### config.mk
export PLATFORM = sky130hd
export DESIGN_NAME = div_issue_ctrl
export DESIGN_NICKNAME = d
export VERILOG_FILES = /design/src/rtl/div_pkg.sv /design/src/rtl/div_special_case.sv /design/src/rtl/div_issue_ctrl.sv
export SDC_FILE = /design/constraint.sdc
export NUM_CORES = 1
export LEC_CHECK = 0
export BUFFER_PORTS_ARGS = -buffer_cell sky130_fd_sc_hd__clkbuf_2
export CAP_MARGIN = 20
export CORE_AREA = 2 2 110 112
export DETAILED_ROUTE_END_ITERATION = 8
export DIE_AREA = 0 0 112 114
export PLACE_DENSITY = 0.8
export SETUP_SLACK_MARGIN = 0.5
export SLEW_MARGIN = 30
export SYNTH_ARGS = -nofsm -noshare
export SYNTH_HDL_FRONTEND = slang
export SYNTH_HIERARCHICAL = 1
export SYNTH_SLANG_ARGS = --single-unit
### constraint.sdc
create_clock -name clock -period 2.2 [get_ports clock]
set_input_delay 0.22 -clock clock [delete_from_list [all_inputs] [get_ports clock]]
set_output_delay 0.22 -clock clock [all_outputs]
set_load 0.005 [all_outputs]
### src/rtl/div_pkg.sv
// -----------------------------------------------------------------------------
// div_pkg
// Shared definitions for the divider issue front-end.
//   - RISC-V M-extension funct3 encodings for the four divide/remainder ops.
//   - FSM state type used by div_issue_ctrl.
//   - Architectural results for divide-by-zero and signed overflow at the
//     default 32-bit datapath width.
// Optional feature macro used by the files importing this package:
//   DIV_RESULT_REUSE_EN (see div_issue_ctrl.sv).
// -----------------------------------------------------------------------------
package div_pkg;

  localparam int DIV_XLEN = 32;

  localparam logic [2:0] F3_DIV  = 3'b100;
  localparam logic [2:0] F3_DIVU = 3'b101;
  localparam logic [2:0] F3_REM  = 3'b110;
  localparam logic [2:0] F3_REMU = 3'b111;

  typedef enum logic [1:0] {
    IDLE = 2'd0,
    BUSY = 2'd1,
    DONE = 2'd2
  } div_state_t;

  // Quotient returned for any divide by zero.
  localparam logic [DIV_XLEN-1:0] DIV0_QUOTIENT = {DIV_XLEN{1'b1}};
  // Most negative signed value; also the quotient of MIN / -1.
  localparam logic [DIV_XLEN-1:0] SIGNED_MIN    = {1'b1, {(DIV_XLEN-1){1'b0}}};

endpackage : div_pkg

### src/rtl/div_special_case.sv
// -----------------------------------------------------------------------------
// div_special_case
// Combinational detector for the two divide cases that never reach the
// divider: divide by zero and signed overflow (MIN / -1). Produces the
// architecturally defined result for whichever case applies.
//
// Ports:
//   rs1, rs2     in   XLEN  dividend / divisor
//   is_signed    in   1     DIV/REM (1) vs DIVU/REMU (0)
//   is_rem       in   1     remainder (1) vs quotient (0) requested
//   special      out  1     op is resolved locally
//   special_res  out  XLEN  result to return when special is set
// -----------------------------------------------------------------------------
module div_special_case
  import div_pkg::*;
#(
  parameter int XLEN = 32
) (
  input  logic [XLEN-1:0] rs1,
  input  logic [XLEN-1:0] rs2,
  input  logic            is_signed,
  input  logic            is_rem,
  output logic            special,
  output logic [XLEN-1:0] special_res
);

  // Width-generic forms of DIV0_QUOTIENT and SIGNED_MIN.
  localparam logic [XLEN-1:0] ALL_ONES = {XLEN{1'b1}};
  localparam logic [XLEN-1:0] MOST_NEG = {1'b1, {(XLEN-1){1'b0}}};

  logic div_by_zero;
  logic signed_ovf;

  assign div_by_zero = (rs2 == '0);
  assign signed_ovf  = is_signed && (rs1 == MOST_NEG) && (rs2 == ALL_ONES);

  always_comb begin
    special     = div_by_zero || signed_ovf;
    special_res = '0;
    if (div_by_zero) begin
      // Remainder of x/0 is x; quotient is all-ones for both signednesses.
      special_res = is_rem ? rs1 : ALL_ONES;
    end else if (signed_ovf) begin
      special_res = is_rem ? '0 : MOST_NEG;
    end
  end

endmodule : div_special_case

### src/rtl/div_issue_ctrl.sv
// -----------------------------------------------------------------------------
// div_issue_ctrl
// Sequencing front-end between execute-stage issue and the iterative divider.
// Decodes DIV/DIVU/REM/REMU, drives the divider, resolves divide-by-zero and
// signed overflow locally, and returns one tagged result per op.
//
// Handshakes (both sides): a transfer happens on a rising clock edge where
// valid && ready are both high. The producer holds valid and payload stable
// until that edge; ready may be low at any time. Here op_ready is high only in
// IDLE, and res_valid is high only in DONE with res_data/res_tag held stable
// until res_ready.
//
// FSM: IDLE -> (special or reuse hit) DONE | BUSY ; BUSY -> DONE on
// div_data_valid ; DONE -> IDLE on res_ready. flush forces IDLE from any
// state and wins over a same-cycle accept or divider completion.
//
// Ports:
//   clock, reset_n              clock (rising) / async active-low reset
//   op_valid/op_ready           issue handshake
//   op_funct3, op_rs1, op_rs2   op code and operands
//   op_tag                      destination tag
//   flush                       discard in-flight op and pending result
//   div_input_a/b, div_signed_a/b, div_enable   to divider
//   div_quotient, div_remainder, div_data_valid from divider
//   res_valid/res_ready         result handshake
//   res_data, res_tag           result payload
//   state_dbg                   current FSM state (div_state_t encoding)
//
// Optional feature macro: DIV_RESULT_REUSE_EN
//   Caches the last divider quotient/remainder with its operands and
//   signedness so a matching op (e.g. REM after DIV) completes without the
//   divider.
// -----------------------------------------------------------------------------
module div_issue_ctrl
  import div_pkg::*;
#(
  parameter int XLEN  = 32,
  parameter int TAG_W = 5
) (
  input  logic             clock,
  input  logic             reset_n,
  input  logic             op_valid,
  output logic             op_ready,
  input  logic [2:0]       op_funct3,
  input  logic [XLEN-1:0]  op_rs1,
  input  logic [XLEN-1:0]  op_rs2,
  input  logic [TAG_W-1:0] op_tag,
  input  logic             flush,
  output logic [XLEN-1:0]  div_input_a,
  output logic [XLEN-1:0]  div_input_b,
  output logic             div_signed_a,
  output logic             div_signed_b,
  output logic             div_enable,
  input  logic [XLEN-1:0]  div_quotient,
  input  logic [XLEN-1:0]  div_remainder,
  input  logic             div_data_valid,
  output logic             res_valid,
  input  logic             res_ready,
  output logic [XLEN-1:0]  res_data,
  output logic [TAG_W-1:0] res_tag,
  output logic [1:0]       state_dbg
);

  div_state_t state;
  div_state_t state_nxt;

  logic            is_rem_q;
  logic            accept;
  logic            acc_is_rem;
  logic            acc_is_signed;
  logic            spec_hit;
  logic [XLEN-1:0] spec_res;
  logic            div_done;
  logic [XLEN-1:0] div_pick;
  logic            reuse_hit;
  logic [XLEN-1:0] reuse_res;

  // funct3[2] is always 1 for the codes presented here.
  logic unused_f3;
  assign unused_f3 = op_funct3[2];

  // Outputs are pure state decodes, so reset drops div_enable immediately.
  assign op_ready   = (state == IDLE);
  assign div_enable = (state == BUSY);
  assign res_valid  = (state == DONE);
  assign state_dbg  = state;

  assign accept        = op_valid && op_ready && !flush;
  assign acc_is_rem    = op_funct3[1];
  assign acc_is_signed = ~op_funct3[0];

  // Capture of a divider result; data_valid outside BUSY is ignored.
  assign div_done = (state == BUSY) && div_data_valid && !flush;
  assign div_pick = is_rem_q ? div_remainder : div_quotient;

  div_special_case #(
    .XLEN (XLEN)
  ) u_special (
    .rs1         (op_rs1),
    .rs2         (op_rs2),
    .is_signed   (acc_is_signed),
    .is_rem      (acc_is_rem),
    .special     (spec_hit),
    .special_res (spec_res)
  );

`ifdef DIV_RESULT_REUSE_EN
  logic            cache_valid;
  logic [XLEN-1:0] cache_a;
  logic [XLEN-1:0] cache_b;
  logic            cache_signed;
  logic [XLEN-1:0] cache_q;
  logic [XLEN-1:0] cache_r;

  assign reuse_hit = cache_valid && (cache_a == op_rs1) && (cache_b == op_rs2) &&
                     (cache_signed == acc_is_signed);
  assign reuse_res = acc_is_rem ? cache_r : cache_q;

  // Only divider completions fill the cache, so it never holds a special case.
  always_ff @(posedge clock or negedge reset_n) begin
    if (!reset_n) begin
      cache_valid  <= 1'b0;
      cache_a      <= '0;
      cache_b      <= '0;
      cache_signed <= 1'b0;
      cache_q      <= '0;
      cache_r      <= '0;
    end else if (flush) begin
      cache_valid  <= 1'b0;
    end else if (div_done) begin
      cache_valid  <= 1'b1;
      cache_a      <= div_input_a;
      cache_b      <= div_input_b;
      cache_signed <= div_signed_a;
      cache_q      <= div_quotient;
      cache_r      <= div_remainder;
    end
  end
`else
  assign reuse_hit = 1'b0;
  assign reuse_res = '0;
`endif

  always_comb begin
    state_nxt = state;
    if (flush) begin
      state_nxt = IDLE;
    end else begin
      case (state)
        IDLE: if (accept) state_nxt = (spec_hit || reuse_hit) ? DONE : BUSY;
        BUSY: if (div_data_valid) state_nxt = DONE;
        DONE: if (res_ready) state_nxt = IDLE;
        default: state_nxt = IDLE;
      endcase
    end
  end

  always_ff @(posedge clock or negedge reset_n) begin
    if (!reset_n) begin
      state <= IDLE;
    end else begin
      state <= state_nxt;
    end
  end

  // Operand registers load only on accept, which happens only in IDLE, so the
  // divider inputs stay stable throughout BUSY.
  always_ff @(posedge clock or negedge reset_n) begin
    if (!reset_n) begin
      div_input_a  <= '0;
      div_input_b  <= '0;
      div_signed_a <= 1'b0;
      div_signed_b <= 1'b0;
      is_rem_q     <= 1'b0;
      res_tag      <= '0;
    end else if (accept) begin
      div_input_a  <= op_rs1;
      div_input_b  <= op_rs2;
      div_signed_a <= acc_is_signed;
      div_signed_b <= acc_is_signed;
      is_rem_q     <= acc_is_rem;
      res_tag      <= op_tag;
    end
  end

  always_ff @(posedge clock or negedge reset_n) begin
    if (!reset_n) begin
      res_data <= '0;
    end else if (accept && spec_hit) begin
      res_data <= spec_res;
    end else if (accept && reuse_hit) begin
      res_data <= reuse_res;
    end else if (div_done) begin
      res_data <= div_pick;
    end
  end

endmodule : div_issue_ctrl

==> metrics.md, run 1 <==
| Metric | Value |
|---|---|
| Leak pwr | `4.03 nW` |
| CTS H-tree lvls | `3` |
| Row count | `40` |
| Reg2reg end | `res_data[8]` |
| M1 wire length | `7330 µm` |
| First-pass DRT Iterations | `5` |
| Final hold vios | `0` |
| Met2 wire len | `8660 µm` |
| Syn Area/Cell | `8.68 µm²` |
| # port buffers | `248` |
| Antenna-violating nets left | `0` |
| Highest-count cells in the layout ignoring fill and taps | `clkbuf_2 (244), nand2_1 (217), dfrtp_1 (102)` |
| Initial DRC count | `334` |
| Starting Density | `0.457` |
| Total global routing overflow | `0` |
| Root buffer cell | `clkbuf_16` |
| Compound-cell area share of the yosys netlist | `0.149` |
| Unrepaired setup endpoints after global routing | `yes` |
| Largest net degree at the start of global routing | `60` |
| Mux cell area share after synthesis | `0.0262` |
| Post-synth cell types | `37` |
| DRT Wirelength | `17400 µm` |
| Number of global-route vias before repair | `5188` |
| Die span in y | `114 µm` |
| N_diodes | `0` |
| Area leader, netlist | `dfrtp_1` |
| Status | `finished clean` |
| Commonest non-fill, non-tap cell in the layout | `clkbuf_2` |
| Register area share after synthesis | `0.491` |
| Worst Path Max Fanout | `6` |
| Period utilization | `0.857` |
| Area share of fa/ha/maj cells after synthesis | `0` |
| Top cell type's share of synthesized area | `0.491` |
| Pwr Density | `771 nW/µm²` |
| YS warnings | `6` |
| Top layer in use | `met4` |
| Cell Area, Synth | `5360 µm²` |
| Post-DP Area | `6900 µm²` |
| Final min period | `1890 ps` |
| Clk buf depth | `2` |
| First-pass GRT wire length | `27000 µm` |
| Initial antenna violation count | `0` |
| DP HPWL | `12600 µm` |
| Routed length on met3 | `855 µm` |
| Reg2reg setup slack | `310 ps` |
| Finished Core Util | `0.648` |
| Share of flip-flops with an asynchronous set or reset | `1.00` |
| Detailed-route vias per instance | `5.38` |
| Rel. slew slack | `0.672` |
| Share of cells above drive strength 1 | `0.409` |
| Arrival time worst endpoint | `2120 ps` |
| Slew Viols, Final | `0` |
| Setup violations, final | `0` |
| Kind of critical path | `in -> reg` |
| Reg clk slew, reported paths | `80 ps` |
| Critical path endpoint category | `flip-flop` |
| Worst skew pair latency | `340 ps` |
| Final Skew | `9.70 ps` |
| I/O pin count | `250` |
| Fmax | `0.530 GHz` |
| DRC | `0` |
| CTS buffer count | `9` |
| Beginning of the critical path | `op_rs1[29]` |
| Fill count | `1005` |
| Worst hold-check path type | `in -> reg` |
| Main combinational cell family by area after synthesis | `simple AND/OR/NAND/NOR gates` |
| # clock sinks | `105` |
| Syn_nets | `759` |
| Core area | `11700 µm²` |
| CTS tree | `done` |
| Worst Path Required | `2430 ps` |
| Peak supply drop | `0.437 mV` |
| Main synth FF type | `dfrtp_1` |
| Routed via count | `5468` |
| CP Capture Point | `res_data[30]` |
| Fin nets | `1007` |
| Die ar. | `12800 µm²` |
| Total of max-cap violations | `0` |
| Design Area, Final | `7590 µm²` |
| Layout area overhead | `41.6%` |
| GP Congestion | `0.878` |
| Simple-Gate Fraction of Synth Area | `0.256` |
| Post-synth EDFFs | `0` |
| Syn Inst Count | `617` |
| Startpoint types | `primary input` |
| Worst r2r src | `state_dbg[0]` |
| FF-to-FF path depth | `4` |
| Setup tns final | `0 ps` |
| GRT Overall Usage | `0.265` |
| XOR/XNOR share of the synthesized area | `0` |
| Seq cells post-synth | `105` |
| Drt wl/cell | `17.1 µm` |
| Die width | `112 µm` |
| Worst slew pin tran | `492 ps` |
| Area contributors post-synth | `dfrtp_1 (49%), nand2_1 (15%), a21oi_1 (3.0%)` |
-- metrics by stage --
stage	hold slack [ps]	power [mW]	cells	setup WS [ps]
final	68.7	5.85	1017	314
after global placement	174	4.10	989	-126
after detailed placement	187	4.16	989	-230
after floorplan	-75.6	3.31	617	319
after CTS	56.2	5.84	1012	294
after global routing	81.2	6.18	1017	222
-- cells by family (layout without fill, tap and decap cells) --
kind of cell    count (synthesis)  count (layout)
compound gates                107             107
buf+inv                        84             337
flops                         105             105
mux                            14              14
simple gates                  307             307
-- state kept, by name, indices dropped and copies added, names as in the netlist --
name and cells:
res_data 32, state_dbg 2, is_rem_q 1, div_input_a 32, div_input_b 32, res_tag 5
div_signed_b 1
-- worst min path at each step --
stage / start / end / slack, ps / cells past startpoint
2_1_floorplan: reset_n / div_input_a[0] / -80 / 0
3_3_place_gp: reset_n / res_data[7] / 170 / 1
3_5_place_dp: reset_n / res_data[7] / 190 / 1
4_1_cts: op_tag[4] / res_tag[4] / 60 / 3
5_1_grt: op_tag[4] / res_tag[4] / 80 / 3
6_report: op_tag[4] / res_tag[4] / 70 / 3
-- per-layer routing --
layer  vias up  global-route usage
met5         -                   0
met4         0               0.114
met3        40              0.0361
met2       215               0.437
met1      2612               0.355
li1       2601                   -
-- cells in the mapped netlist, drive strengths merged, types with 13 or more instances --
master  count
nor2       13
a21oi      33
nor4       14
nor2b      21
mux2i      14
nor3       20
clkbuf     20
buf        29
inv        35
dfrtp     105
o31ai      18
nand2     218
a221oi     18
o211ai     18
-- layout make-up --
cell class                      instances  area [µm²]  share of cell area
Sequential cell                       105        2630               0.347
Multi-Input combinational cell        428        2600               0.342
Timing Repair Buffer                  286        1730               0.228
Clock buffer                           12         256              0.0338
Tap cell                              147         184              0.0242
Inverter                               35         139              0.0183
Clock inverter                          4        51.3             0.00676
-- critical path, cell delays in order --
cell      delay [ps]
clkbuf_2         150
nor4_4           300
nand4_1          220
nor4_4           360
a21bo_4          250
a21oi_4          120
buf_12           170
a221o_1          310
-- power breakdown --
part / switching, mW / leakage [nW] / internal (mW)
registers: 0.270 / 1.30 / 2.35
clock network: 0.711 / 0.149 / 0.946
logic: 0.796 / 2.58 / 0.775
total: 1.78 / 4.03 / 4.07
-- what timing repair did --
action                                  CTS  global route
endpoints found under the setup margin   92            92
pin swaps                                 8            11
buffers inserted                          4             4
hold endpoints to repair                 28             0
cloned                                    2             1
hold buffers                              1             0
resized for setup                        29            27
(Power assumes the default switching activity.)
==> run 2: changes to the inputs <==
==> constraint.sdc (replaced) <==
create_clock -name clock -period 2.2 [get_ports clock]
set_input_delay 0.33 -clock clock [delete_from_list [all_inputs] [get_ports clock]]
set_output_delay 0.33 -clock clock [all_outputs]
set_load 0.005 [all_outputs]
==> run 2 against run 1 <==
Effect of this change:
- final cell count up 2.7%
- non-clock buffer count rose by 26
- die area unchanged
- critical path type unchanged
==> metrics.md, run 2 (synthesized netlist as in run 1, its figures left out) <==
| Metric | Value |
|---|---|
| CTS H-tree lvls | `3 (unchanged)` |
| Largest net degree at the start of global routing | `106 (+77%)` |
| DRT Wirelength | `18800 µm (+7.8%)` |
| Core area | `11700 µm² (unchanged)` |
| Post-DP Area | `6950 µm² (+0.69%)` |
| Finished Core Util | `0.674 (+0.0264)` |
| Final hold vios | `0 (unchanged)` |
| Share of cells above drive strength 1 | `0.426 (+0.0167)` |
| # port buffers | `248 (unchanged)` |
| CP Capture Point | `res_data[6]` |
| DRC | `0 (unchanged)` |
| Most frequent CP cell | `nor4_4` |
| I/O pin count | `250 (unchanged)` |
| Reg2reg end | `res_data[11]` |
| Reg2reg setup slack | `260 ps (-50 ps)` |
| Largest stage delay, worst path | `340 ps (-20 ps)` |
| Layout area overhead | `47.4%` |
| Fill count | `977 (-2.8%)` |
| CP bufs+invs | `3 (+1)` |
| Commonest non-fill, non-tap cell in the layout | `clkbuf_2` |
| Beginning of the critical path | `op_rs1[29]` |
| Biggest regs | `div_input_a: 32 flops, div_input_b: 32 flops, res_data: 32 flops` |
| Peak supply drop | `0.407 mV (-6.9%)` |
| Pwr Density | `770 nW/µm² (-0.11%)` |
| DP HPWL | `12500 µm (-1.1%)` |
| Critical path endpoint category | `flip-flop` |
| Drt wl/cell | `18.0 µm (+5.0%)` |
| Detailed-route vias per instance | `5.50 (+2.2%)` |
| Routed via count | `5738 (+4.9%)` |
| Worst Path Max Fanout | `16 (+10)` |
| Leak pwr | `4.21 nW (+4.5%)` |
| Final min period | `1970 ps (+80.7 ps)` |
| Worst r2r src | `state_dbg[0]` |
| Worst hold-check path type | `in -> async` |
| FF-to-FF path depth | `6 (+2)` |
| CTS buffer count | `9 (unchanged)` |
| Fmax | `0.508 GHz (-4.1%)` |
| GP Congestion | `0.887 (+1.0%)` |
| Starting Density | `0.457 (unchanged)` |
| Worst Path Required | `2410 ps (-20 ps)` |
| Instance count on the critical path | `9 (+1)` |
| Clk buf depth | `2 (unchanged)` |
| Die ar. | `12800 µm² (unchanged)` |
| Root buffer cell | `clkbuf_16` |
| Rel. slew slack | `0.620 (-0.0522)` |
| Antenna-violating nets left | `0 (unchanged)` |
| Initial DRC count | `440 (+32%)` |
| First-pass DRT Iterations | `5 (unchanged)` |
| GRT Overall Usage | `0.271 (+0.00547)` |
| Total of max-cap violations | `0 (unchanged)` |
| Kind of critical path | `in -> reg` |
| Fin nets | `1034 (+2.7%)` |
| Slowest CP cell | `nor4_4` |
| Number of global-route vias before repair | `5277 (+1.7%)` |
| Hold-fix buffers at CTS | `0 (-1)` |
| Setup violations, final | `0 (unchanged)` |
| Reg clk slew, reported paths | `70 ps (about the same)` |
| Status | `finished clean` |
| Final Skew | `6.56 ps (-3.14 ps)` |
| N_diodes | `0 (unchanged)` |
| Arrival time worst endpoint | `2170 ps (+50 ps)` |
| Initial antenna violation count | `0 (unchanged)` |
| Unrepaired setup endpoints after global routing | `yes` |
| Design Area, Final | `7900 µm² (+4.1%)` |
| Cell family with most CP delay | `simple AND/OR/NAND/NOR gates` |
| Crit path cell chain | `clkbuf_2 -> nor4_4 -> nand4_1 -> nor4_4 -> a21bo_4 -> inv_2 -> buf_12 -> o211ai_1 -> o31ai_1` |
| Period utilization | `0.894 (+0.0367)` |
| # clock sinks | `105 (unchanged)` |
| Die span in y | `114 µm (unchanged)` |
| Startpoint types | `primary input` |
| Die width | `112 µm (unchanged)` |
| First-pass GRT wire length | `27500 µm (+1.6%)` |
| Highest-count cells in the layout ignoring fill and taps | `clkbuf_2 (245), nand2_1 (207), dfrtp_1 (103)` |
| Worst skew pair latency | `340 ps (about the same)` |
| CTS tree | `done` |
| Worst slew pin tran | `570 ps (+78.3 ps)` |
| Row count | `40 (unchanged)` |
| Total global routing overflow | `0 (unchanged)` |
| Slew Viols, Final | `0 (unchanged)` |
run 2: changes by cell type in the layout (fill, tap and decap cells not counted), moves of 2 or more:
cell | previous run | this run
nor3_2 | 11 | 14
buf_6 | 5 | 7
clkbuf_16 | 10 | 16
a21oi_2 | 2 | 4
nor3_4 | 6 | 2
o31ai_2 | 11 | 0
nand2_1 | 217 | 207
o31ai_1 | 7 | 18
buf_12 | 9 | 11
nand2_2 | 0 | 10
buf_4 | 22 | 37
run 2: layout make-up:
class	instances	area [µm²]	share of cell area
clock buffer	11	253	0.0320
clock inverter	5	85.1	0.0108
inverter	35	131	0.0166
multi-input combinational	429	2530	0.321
sequential	105	2630	0.333
tap	147	184	0.0233
timing repair buffer	312	2080	0.263
run 2: repair_timing:
| item | CTS | global route |
|---|---|---|
| pin swaps | 9 | 22 |
| setup endpoints to repair | 94 | 104 |
| gates resized for setup | 7 | 54 |
| cloned | 1 | 10 |
| buffers inserted | 2 | 13 |
run 2: power breakdown:
part	switching (mW)	internal, mW	leakage, nW	total [mW]
Sequential	0.279	2.35	1.30	2.63
Combinational	0.819	0.840	2.74	1.66
Clock	0.725	1.07	0.162	1.79
run 2: metrics by stage:
step                TNS (ps)  setup WS (ps)  hold WS (ps)  total power, mW  instances
CTS                        0            205          78.3             5.97       1021
global placement       -8000           -262           445             4.12       1002
global route               0           91.5           100             6.42       1044
floorplan                  0            209          34.4             3.31        617
finish                     0            233          40.0             6.08       1044
detailed placement     -8390           -320           444             4.17       1002
run 2: worst min-delay path by stage:
| stage | to | slack [ps] | cells after the start |
|---|---|---|---|
| after detailed placement | res_data[7] | 440 | 2 |
| final | res_data[7] | 40 | 2 |
| after CTS | res_data[7] | 80 | 2 |
| after floorplan | div_input_a[0] | 30 | 0 |
| after global placement | res_data[7] | 440 | 2 |
| after global routing | res_data[11] | 100 | 2 |
run 2: worst register-to-register path, stage by stage, from the launching register on:
cell and delay [ps]:
dfrtp_1 460, buf_6 150, or4b_4 570, buf_12 170, buf_12 140, nor3_2 230, o31ai_1 110
run 2: metal layers:
layer / GRT usage / vias up / wire length (µm)
met4: 0.0870 / 0 / 464
met1: 0.365 / 2756 / 7730
met5: 0 / - / 0
met2: 0.459 / 279 / 9370
li1: - / 2666 / -
met3: 0.0351 / 37 / 1200
==> run 3: changes to the inputs <==
- ABC_AREA: not set -> 1
- CORE_AREA: 2 2 110 112 -> 2 2 114 116
- DIE_AREA: 0 0 112 114 -> 0 0 116 118
- PLACE_DENSITY: 0.8 -> 0.79
==> run 3 against run 2 <==
Effect of this change:
- flip-flop and latch count is the same
- count of clock-buffer cells in the layout is 3 higher
- global-route usage shrank 1.4 points
- register-to-register slack better by 350 ps
- area after synthesis is 8.8% higher
- critical endpoint is now res_data[21]
- largest cell class is now multi-input gates
- largest power group unchanged
==> metrics.md, run 3 <==
| Metric | Value |
|---|---|
| Total power draw | `6.96 mW (+14%)` |
| Slowest CP cell | `or2_1` |
| I/O pin count | `250 (unchanged)` |
| Peak supply drop | `0.494 mV (+21%)` |
| Fill count | `1230 (+26%)` |
| # clock sinks | `105 (unchanged)` |
| Commonest non-fill, non-tap cell in the layout | `nand2_1` |
| Layout Cells excl Fill | `1264 (+21%)` |
| # port buffers | `248 (unchanged)` |
| Drt wl/cell | `14.0 µm (-22%)` |
| Kind of critical path | `in -> reg` |
| YS warnings | `6 (unchanged)` |
| Row count | `41 (+2.5%)` |
| Design Area, Final | `7630 µm² (-3.3%)` |
| N_diodes | `0 (unchanged)` |
| CTS buffer count | `9 (unchanged)` |
| Register area share after synthesis | `0.451 (-0.0397)` |
| Core area | `12400 µm² (+6.0%)` |
| Syn Inst Count | `856 (+39%)` |
| Count leader, synth | `nand2_1` |
| Initial antenna violation count | `0 (unchanged)` |
| Met2 Use GR | `0.411 (-0.0482)` |
| Seq cells post-synth | `105 (unchanged)` |
| Inst Count DP | `1241 (+24%)` |
| Die span in y | `118 µm (+3.5%)` |
| Detailed-route vias per instance | `4.91 (-11%)` |
| Arrival time worst endpoint | `1900 ps (-270 ps)` |
| First-pass GRT wire length | `27800 µm (+1.1%)` |
| Post-place setup slack | `30.7 ps (+350 ps)` |
| Syn Area/Cell | `6.81 µm² (-22%)` |
| Most frequent CP cell | `nand2_1` |
| Post-DP Area | `7170 µm² (+3.3%)` |
| Area contributors post-synth | `dfrtp_1 (45%), nand2_1 (23%), nand3_1 (7.8%)` |
| Status | `finished clean` |
| Final min period | `1610 ps (-357 ps)` |
| Number of global-route vias before repair | `5589 (+5.9%)` |
| Fmax | `0.621 GHz (+22%)` |
| Pwr Density | `911 nW/µm² (+18%)` |
| Syn_nets | `998 (+31%)` |
| Finished Core Util | `0.615 (-0.0593)` |
| Highest-count cells in the layout ignoring fill and taps | `nand2_1 (356), clkbuf_2 (247), dfrtp_1 (105)` |
| Startpoint types | `primary input` |
| Total of max-cap violations | `0 (unchanged)` |
| Top post-synthesis cells by count | `nand2_1 (358), dfrtp_1 (105), nor2_1 (93), nand3_1 (91), inv_1 (80)` |
| Cell Area, Synth | `5830 µm² (+8.8%)` |
| CTS H-tree lvls | `3 (unchanged)` |
| Slew Viols, Final | `0 (unchanged)` |
| Seq. cell area | `2630 µm² (about the same)` |
| DP HPWL | `13200 µm (+5.8%)` |
| Period utilization | `0.732 (-0.162)` |
| Starting Density | `0.469 (+0.0121)` |
| Met3 Usage GRT | `0.0458 (+0.0108)` |
| Rel. slew slack | `0.382 (-0.239)` |
| GR Util met1 | `0.343 (-0.0218)` |
| Setup ws final | `591 ps (+357 ps)` |
| Setup tns final | `0 ps (unchanged)` |
| Worst skew pair latency | `350 ps (about the same)` |
| Final Skew | `2.92 ps (-3.64 ps)` |
| Largest net degree at the start of global routing | `72 (-32%)` |
| Unrepaired setup endpoints after global routing | `no` |
| Post-synth cell types | `20 (-46%)` |
| Worst slew pin tran | `927 ps (+357 ps)` |
| Routed via count | `6205 (+8.1%)` |
| Grt peak-use layer | `met2` |
| Largest stage delay, worst path | `270 ps (-70 ps)` |
| DRC | `0 (unchanged)` |
| GP Congestion | `0.841 (-5.2%)` |
| Layout area overhead | `31.0%` |
| Critical path endpoint category | `flip-flop` |
| Share of cells above drive strength 1 | `0.308 (-0.118)` |
| Main synth FF type | `dfrtp_1` |
| Initial DRC count | `462 (+5.0%)` |
| Antenna-violating nets left | `0 (unchanged)` |
| Area leader, netlist | `dfrtp_1` |
| Final hold vios | `0 (unchanged)` |
| Clk buf depth | `2 (unchanged)` |
| Hold Slack | `194 ps (+154 ps)` |
| First-pass DRT Iterations | `5 (unchanged)` |
| Multi-input logic area | `2690 µm² (+6.0%)` |
| Worst Path Max Fanout | `13 (-3)` |
| Fin nets | `1229 (+19%)` |
| Biggest regs | `div_input_a: 32 flops, div_input_b: 32 flops, res_data: 32 flops` |
| Reg clk slew, reported paths | `70 ps (about the same)` |
| CTS tree | `done` |
| Die ar. | `13700 µm² (+7.2%)` |
| Setup violations, final | `0 (unchanged)` |
| Leak pwr | `4.45 nW (+5.8%)` |
| Worst Path Required | `2490 ps (+80 ps)` |
| Die width | `116 µm (+3.6%)` |
| GRT Overall Usage | `0.257 (-0.0136)` |
| Root buffer cell | `clkbuf_16` |
| Post-synth EDFFs | `0 (unchanged)` |
| Worst hold-check path type | `in -> reg` |
| Share of flip-flops with an asynchronous set or reset | `1.00 (unchanged)` |
| Crit path cell chain | `clkbuf_2 -> nor2_1 -> nand4_1 -> or2_1 -> nor2_2 -> inv_2 -> nand2_4 -> nand3_4 -> buf_6 -> o21ai_0 -> nand2_1 -> nand2_1` |
| DRT Wirelength | `17700 µm (-5.6%)` |
| Top cell type's share of synthesized area | `0.451 (-0.0397)` |
| Total global routing overflow | `0 (unchanged)` |
-- run 3: where the power goes --
group	switching (mW)	internal [mW]	leakage (nW)	total (mW)
sequential	0.393	2.61	1.30	3.01
clock	0.681	0.975	0.153	1.66
combinational	1.30	0.996	2.99	2.29
total	2.37	4.59	4.45	6.96
-- run 3: logic make-up after synthesis --
logic type,Yosys count,share of synthesized area
AO/OA/AOI/OAI,26,0.0223
buffers and inverters,132,0.100
flip-flops,105,0.451
AND/OR/NAND/NOR,593,0.427
-- run 3: final timing paths --
| kind | startpoint | to | slack [ps] | cells past startpoint |
|---|---|---|---|---|
| max | op_rs2[31] | res_data[21] | 590 | 12 |
| min | op_funct3[0] | div_signed_b | 190 | 2 |
| max reg2reg | state_dbg[1] | res_data[21] | 610 | 7 |
| min reg2reg | div_input_a[30] | div_input_a[30] | 470 | 2 |
| max in group asynchronous | reset_n | div_input_b[0] | 990 | 3 |
| min in group asynchronous | reset_n | div_input_b[25] | 530 | 2 |
-- run 3: routing by layer --
layer / vias up / wire length, µm
li1: 3072 / -
met1: 2858 / 7470
met2: 239 / 8520
met3: 36 / 1180
met4: 0 / 536
met5: - / 0
-- run 3: cell type report --
class                           count  share of cell area
Timing Repair Buffer              269               0.192
Clock buffer                       14              0.0359
Sequential cell                   105               0.344
Tap cell                          172              0.0282
Inverter                           83              0.0433
Multi-Input combinational cell    619               0.352
Clock inverter                      2             0.00459
-- run 3: worst max-delay path: cells and delay by family --
| family | cells | cell delay (ps) |
|---|---|---|
| AOI/OAI and AO/OA | 1 | 90 |
| buffers and inverters | 3 | 380 |
| and+or+nand+nor | 8 | 1090 |
-- run 3: repair_timing --
item	4_1_cts	5_1_grt
resized for setup	2	25
pin swaps	0	12
hold endpoints to repair	40	0
hold buffers	1	0
endpoints found under the setup margin	79	81
cloned	0	1
setup buffers	0	5
